File: config.mk
export PLATFORM = sky130hd
export DESIGN_NAME = pe_relay_fifo
export DESIGN_NICKNAME = d
export VERILOG_FILES = /design/src/rtl/pe_relay_fifo.sv
export SDC_FILE = /design/constraint.sdc
export NUM_CORES = 1
export LEC_CHECK = 0
export CAP_MARGIN = 20
export CORE_ASPECT_RATIO = 0.5
export CORE_MARGIN = 2
export CORE_UTILIZATION = 40
export DETAILED_ROUTE_END_ITERATION = 8
export GPL_ROUTABILITY_DRIVEN = 0
export GPL_TIMING_DRIVEN = 0
export PLACE_DENSITY = 0.63
export SLEW_MARGIN = 5
export SYNTH_ARGS = -nofsm -noshare
export SYNTH_HDL_FRONTEND = slang
export SYNTH_SLANG_ARGS = --single-unit
File: constraint.sdc
create_clock -name clk -period 5.4 [get_ports clk]
set_input_delay 1.08 -clock clk [delete_from_list [all_inputs] [get_ports clk]]
set_output_delay 1.08 -clock clk [all_outputs]
set_load 0.1 [all_outputs]
File: src/rtl/pe_relay_fifo.sv
// pe_relay_fifo: rewrites the leaf and data fields of valid network packets, buffers
// them in a FIFO and relays them through a retry-capable output register.
// Define PE_RELAY_STATS_EN to build the rx/tx/drop statistics counters.
module pe_relay_fifo #(
    parameter int NUM_LEAVES  = 256,
    parameter int P_SZ        = 32,
    parameter int DATA_W      = 15,
    parameter int FIFO_DEPTH  = 4,
    parameter int LEAF_STRIDE = 1,
    parameter int DATA_INC    = 1
) (
    input  logic                        clk,
    input  logic                        reset,
    input  logic [P_SZ-1:0]             interface_pe,
    input  logic                        resend,
    input  logic                        hold,
    output logic [P_SZ-1:0]             pe_interface,
    output logic [$clog2(FIFO_DEPTH):0] fifo_level,
    output logic [15:0]                 rx_count,
    output logic [15:0]                 tx_count,
    output logic [15:0]                 drop_count
);
    localparam int L  = $clog2(NUM_LEAVES);
    localparam int AW = $clog2(FIFO_DEPTH);
    localparam int LW = AW + 1;

    generate
        if (P_SZ < 1 + 2 * L + DATA_W) begin : g_bad_psz
            $error("pe_relay_fifo: P_SZ too small for valid, leaf, sequence and data fields");
        end
        if ((FIFO_DEPTH < 2) || ((1 << AW) != FIFO_DEPTH)) begin : g_bad_depth
            $error("pe_relay_fifo: FIFO_DEPTH must be a power of two and at least 2");
        end
        if ((1 << L) != NUM_LEAVES) begin : g_bad_leaves
            $error("pe_relay_fifo: NUM_LEAVES must be a power of two");
        end
    endgenerate

    typedef enum logic {
        ST_EMPTY = 1'b0,
        ST_BUSY  = 1'b1
    } stage_state_t;

    // Leaf and data wrap naturally at their field widths; every other bit passes through.
    function automatic logic [P_SZ-1:0] relay_xform(input logic [P_SZ-1:0] pkt);
        logic [P_SZ-1:0]   res;
        logic [L-1:0]      leaf;
        logic [DATA_W-1:0] data;
        res  = pkt;
        leaf = pkt[P_SZ-2 -: L] + L'(LEAF_STRIDE);
        data = pkt[DATA_W-1:0] + DATA_W'(DATA_INC);
        res[P_SZ-1]         = 1'b1;
        res[P_SZ-2 -: L]    = leaf;
        res[DATA_W-1:0]     = data;
        return res;
    endfunction

    // Reset release is synchronised so no capture happens on the first edge after it.
    logic [1:0] rst_sync;
    logic       run;

    always_ff @(posedge clk or negedge reset) begin
        if (!reset) begin
            rst_sync <= 2'b00;
        end else begin
            rst_sync <= {rst_sync[0], 1'b1};
        end
    end

    assign run = rst_sync[1];

    // Stage p0: input capture and transform
    logic            in_vld_p0;
    logic [P_SZ-1:0] xf_p0;

    assign in_vld_p0 = run & interface_pe[P_SZ-1];
    assign xf_p0     = relay_xform(interface_pe);

    logic [P_SZ-1:0] fifo_mem [FIFO_DEPTH];
    logic [AW-1:0]   wr_ptr;
    logic [AW-1:0]   rd_ptr;
    logic [LW-1:0]   level_q;
    logic            fifo_empty;
    logic            fifo_full;
    logic            push;
    logic            pop;

    assign fifo_empty = (level_q == '0);
    assign fifo_full  = (level_q == LW'(FIFO_DEPTH));
    // A full FIFO still accepts when the output stage drains the head this cycle.
    assign push       = in_vld_p0 && (!fifo_full || pop);

    always_ff @(posedge clk or negedge reset) begin
        if (!reset) begin
            for (int i = 0; i < FIFO_DEPTH; i++) begin
                fifo_mem[i] <= '0;
            end
            wr_ptr  <= '0;
            rd_ptr  <= '0;
            level_q <= '0;
        end else begin
            if (push) begin
                fifo_mem[wr_ptr] <= xf_p0;
                wr_ptr           <= wr_ptr + AW'(1);
            end
            if (pop) begin
                rd_ptr <= rd_ptr + AW'(1);
            end
            level_q <= level_q + LW'(push) - LW'(pop);
        end
    end

    assign fifo_level = level_q;

    // Stage p1: output register, EMPTY or BUSY with one packet
    stage_state_t    state_q;
    stage_state_t    state_d;
    logic [P_SZ-1:0] pkt_p1;
    logic [P_SZ-1:0] pkt_d;

    always_ff @(posedge clk or negedge reset) begin
        if (!reset) begin
            state_q <= ST_EMPTY;
            pkt_p1  <= '0;
        end else begin
            state_q <= state_d;
            pkt_p1  <= pkt_d;
        end
    end

    always_comb begin
        state_d = state_q;
        pkt_d   = pkt_p1;
        pop     = 1'b0;
        case (state_q)
            ST_EMPTY: begin
                if (!fifo_empty) begin
                    pop     = 1'b1;
                    pkt_d   = fifo_mem[rd_ptr];
                    state_d = ST_BUSY;
                end
            end
            ST_BUSY: begin
                if (!resend && !hold) begin
                    if (!fifo_empty) begin
                        pop   = 1'b1;
                        pkt_d = fifo_mem[rd_ptr];
                    end else begin
                        pkt_d   = '0;
                        state_d = ST_EMPTY;
                    end
                end
            end
            default: begin
                pkt_d   = '0;
                state_d = ST_EMPTY;
            end
        endcase
    end

    assign pe_interface = pkt_p1;

`ifdef PE_RELAY_STATS_EN
    function automatic logic [15:0] sat_inc(input logic [15:0] cnt);
        return (cnt == 16'hFFFF) ? cnt : cnt + 16'd1;
    endfunction

    logic tx_acc;
    logic drop;

    assign tx_acc = (state_q == ST_BUSY) && !resend && !hold;
    assign drop   = in_vld_p0 && !push;

    always_ff @(posedge clk or negedge reset) begin
        if (!reset) begin
            rx_count   <= '0;
            tx_count   <= '0;
            drop_count <= '0;
        end else begin
            if (in_vld_p0) rx_count   <= sat_inc(rx_count);
            if (tx_acc)    tx_count   <= sat_inc(tx_count);
            if (drop)      drop_count <= sat_inc(drop_count);
        end
    end
`else
    assign rx_count   = '0;
    assign tx_count   = '0;
    assign drop_count = '0;
`endif

endmodule

# Yosys cells after proc, flatten, opt, wreduce, memory -nomap -nowiden
# Index checks and enable logic that the tools add are counted.
# word_totals
wordCells	50
regBits	170
out_inout_bits	83
input_bits	36
# classes
mux	15
n_eq_ne	3
n_addsub	6
reduce_logical	9
bitwise	4
n_lt_le_gt_ge	3
# ops
op	n
32-bit two-way mux	6
128-bit bitwise mux	1
32-bit binary-select mux with 2-bit select	1
32-bit demux with 2-bit select	1
32-bit case mux with 2 select lines	1
15-bit by 1-bit adder with 15-bit output, second input constant	1
8-bit by 1-bit adder with 8-bit output, second input constant	1
3-bit >= comparator, second input constant	2
2-bit NOT with 3-bit output	2
2-bit by 1-bit adder with 2-bit output, second input constant	2
1-bit case mux with 2 select lines	2
3-bit by 1-bit adder with 3-bit output	1
3-bit == test, second input constant	1
1-bit logical AND	3
1-bit zero test	3
3-bit zero test	1
3-bit by 1-bit less-than comparator with 1-bit output, second input constant	1
1-bit two-way mux	3
3-bit by 1-bit subtractor with 3-bit output	1
2-bit by 1-bit inequality test with 1-bit output, second input constant	1
2-bit inequality test, second input constant	1
2-bit AND reduction	1
1-bit bitwise AND	1
1-bit logical OR	1
1-bit NOT	1

# Depth between registers and ports, before layout
# Gate-level depths: netlist of the first run.
# depth
ltp_word	8
depth_mapped	11

# Worst setup path after synthesis of the first run
# OpenSTA, ideal clock, no wires.
# synth_timing
path_kind	input to register
startpoint	in hold
endpoint	reg level_q[2] (netlist: fifo_level[2])
setup_time_ns	0.161
setup_slack_ns	2.292
arrival_ns	2.947
cell_stages	11
cell_sequence	o21a_1 > buf_2 > nor2_2 > buf_2 > ha_1 > inv_1 > ha_1 > inv_1 > fa_1 > xnor2_1 > xnor2_1
# synth_between
elab_chain_len	8
# synth_rtl
item	line_no	rtl
from (decl)	16	input logic hold,
1-bit zero test (*)	144	if (!resend && !hold) begin
1-bit logical AND (*)	144	
1-bit two-way mux (*)	144	
1-bit case mux with 2 select lines (*)	135	case (state_q)
named net pop	86	logic pop;
1-bit logical OR	91	assign push = in_vld_p0 && (!fifo_full || pop);
1-bit logical AND	91	
3-bit by 1-bit adder with 3-bit output	109	level_q <= level_q + LW'(push) - LW'(pop);
3-bit by 1-bit subtractor with 3-bit output (*)	109	
to (signal assigned)	109	
to (decl)	82	logic [LW-1:0] level_q;
# Mark *: on every way through the listed nets, which the timed path passes. The rest lies on a longest branch.
# A chain may end at the register's enable or synchronous reset.

# Final worst setup path of the first run
# Same ends and word-level chain as after synthesis.

==> results.cfg, run 1 <==
[setup_path]
setup.worst_path.start_class = primary input
cp_slowest_cell = clkdlybuf4s50_1
cp.arrival_ps = 3750
path_cells = clkdlybuf4s50_1, o21a_1, buf_2, nor2_2, buf_2, ha_1, inv_1, ha_1, inv_1, fa_1, xnor2_1, xnor2_1
cp_max_fo = 10
critPathLaunch = hold
crit_required_ps = 5710
end_kind = flip-flop
crit_type = in2reg
crit_path_max_incr_delay_ps = 420
r2r-start = state_q$_DFF_PN0_

[routing]
wl_per_cell_um = 16.4
detail_route.first_pass.iterations = 5
wirelength_um = 18300
vias = 5538
viasPerCell = 4.94
drc_errors = 0
ant_nets = 0
drt_iter0_markers = 426

[global_routing]
antenna_found_initial = 0
grt_pass1_vias = 5552
grt_util_all_layers = 0.189
grt-ovfl-total = 0
grt_pass1_wl_um = 30000
grt_start_max_net_pins = 93

[timing]
slew_viol_final = 0
relSlewSlack = 0.345
fmax_ghz = 0.290
rsz0062_at_grt = false
finClkSkew_ps = 8.03
setup_viol_count_final = 0
whs_ps = 351
fin_crit_sh = 0.638
min_period_ps = 3440
hold_violations = 0
worstMarginPinSlew_ps = 979

[synthesis]
netlist_instances = 712
synth.distinct_cells = 37
ys_seq_area_frac = 0.550
synth_seq_cells = 170
synth_ff_type = dfrtp_1
netlist_area_um2 = 7730
synth.avg_cell_area_um2 = 10.9
ys_warn_count = 0
ys_async_sr_fraction = 1.00
synth_edf_count = 0

[run_status]
status = finished, final reports clean

[place]
dp_cells = 1089
portBuffers = 70
place_area_um2 = 8970
post-dp-hpwl_um = 12500

[pwr]
vdd.ir_drop.worst_mv = 0.235
p_per_area_nw_per_um2 = 627
p_leak_nw = 4.45

[hold_path]
min_from = rst_sync[0]$_DFF_PN0_
hold_class = reg2reg

[cts]
holdBufCountCts = 0
clk_latency_ps = 420
cts-htree-levels = 4
cts_resized = 0
cts_tree = yes
clock_path_buffers = 2
path_clk_slew_ps = 70
clock-sinks = 170
numCtsBuffers = 17
root_buffer = clkbuf_16
post_cts_buffers = 0

[floorplanning]
die_x_um = 201
row_count = 35
coreArea_um2 = 18700
die_h_um = 102
dieArea_um2 = 20500
ios = 119
initial_core_util = 0.415

[final_layout]
area_growth_pct = 23.5
diodes = 0
fill_cells = 1695
nets = 894
drive_above_1_share = 0.177
final-instance-count-excl-fill = 1120
fin_area_um2 = 9550
multi_input_area_um2 = 3080
layout.area.seq_um2 = 4250

[flow_run]
maxCapViolCount = 0
placed cells by master (no fill, tap or decap), types with 2 or more instances in the layout:
cell type	synthesis	layout
o21ai_1	10	10
nor4_1	3	3
xor2_1	7	7
clkbuf_2	2	2
nor3_1	5	5
inv_1	6	6
xnor2_1	16	16
bufinv_16	0	2
mux4_2	32	32
nand2_1	209	209
nand2b_1	4	4
nor2_1	10	10
buf_2	22	22
clkdlybuf4s50_1	0	69
conb_1	2	49
ha_1	8	8
dfrtp_1	170	170
buf_4	52	52
clkinv_2	0	2
clkinvlp_4	0	4
o21ai_0	71	71
clkbuf_16	0	17
clkinv_4	0	3
nand4_1	3	3
a21o_2	4	4
clkbuf_1	10	10
a21oi_1	8	8
nand3_1	12	12
a22o_1	32	32
worst paths after layout:
path,end,slack (ps),cells past startpoint
worst max-delay path,fifo_level[2]$_DFF_PN0_,1960,12
worst min-delay path,rst_sync[1]$_DFF_PN0_,350,0
worst max register to register,fifo_level[2]$_DFF_PN0_,2720,11
worst min register to register,rst_sync[1]$_DFF_PN0_,350,0
max in group asynchronous,pe_interface[30]$_DFFE_PN0P_,3940,2
min in group asynchronous,pe_interface[19]$_DFFE_PN0P_,620,1
per-stage QoR:
step	utilization	power (mW)	TNS, ps	worst slack (ps)
2_1_floorplan	-	4.14	0	2290
3_3_place_gp	0.479	4.74	-615520	-3630
3_5_place_dp	0.481	4.80	0	1530
4_1_cts	0.512	6.03	0	1970
5_1_grt	0.512	6.34	0	1810
6_report	0.512	5.99	0	1960
registers in the layout (all words and copies together), names as in the netlist:
register      flops
fifo_mem        128
pe_interface     32
fifo_level        3
rd_ptr            2
rst_sync          2
wr_ptr            2
state_q           1
cells in the mapped netlist, types with 7 or more instances:
master / number / area share
nand3_1: 12 / 0.0078
ha_1: 8 / 0.013
buf_2: 22 / 0.014
clkbuf_1: 10 / 0.0049
a22o_1: 32 / 0.036
nand2_1: 209 / 0.10
o21ai_0: 71 / 0.046
nor2_1: 10 / 0.0049
xor2_1: 7 / 0.0079
a21oi_1: 8 / 0.0052
dfrtp_1: 170 / 0.55
mux4_2: 32 / 0.093
o21ai_1: 10 / 0.0065
buf_4: 52 / 0.050
xnor2_1: 16 / 0.018
report_power, final:
group,internal (mW),switching (mW)
clock network,0.696,0.516
logic,0.929,1.68
registers,1.85,0.319
cell families after synthesis:
group,synth area share
other,0.000971
multiplexers,0.0946
AO/OA/AOI/OAI,0.102
XOR/XNOR,0.0260
buffers and inverters,0.0743
flip-flops,0.550
adder cells (fa/ha/maj),0.0155
AND/OR/NAND/NOR,0.136
cell type report:
cell class | instances | area share
Multi-Input combinational cell | 496 | 0.323
Sequential cell | 170 | 0.445
Tap cell | 259 | 0.0339
Clock inverter | 13 | 0.0153
Inverter | 6 | 0.00236
Buffer | 87 | 0.0578
Clock buffer | 18 | 0.0460
Timing Repair Buffer | 71 | 0.0768
critical path, delay by kind of cell:
kind,cells,cell delay (ps)
xor gates and xnor gates,2,280
adders and majority gates,3,790
AOI/OAI and AO/OA,1,180
buffers and inverters,5,1070
and+or+nand+nor,1,330
metal layers:
metal	vias to the layer above	global-route usage	routed length [um]
li1	2605	-	-
met1	2779	0.259	8570
met2	142	0.319	8840
met3	12	0.0325	794
met4	0	0.0490	116
met5	-	0	0
Note: power is estimated with default switching activity, not from simulation.
==> run 2: changes to the inputs <==
Clock period 5.4 ns to 3.3 ns, I/O delays scaled along.
==> results of run 2 <==
The final DEF is identical to that of run 1. Status: finished, final reports clean.
Main changes from that run: setup slack after placement 1530 ps -> -154 ps; setup slack after layout 1960 ps -> 277 ps; hold slack 351 ps -> 201 ps; register-to-register setup slack 2720 ps -> 620 ps; total power 5.99 mW -> 9.80 mW; worst IR drop on VDD 0.235 mV -> 0.385 mV
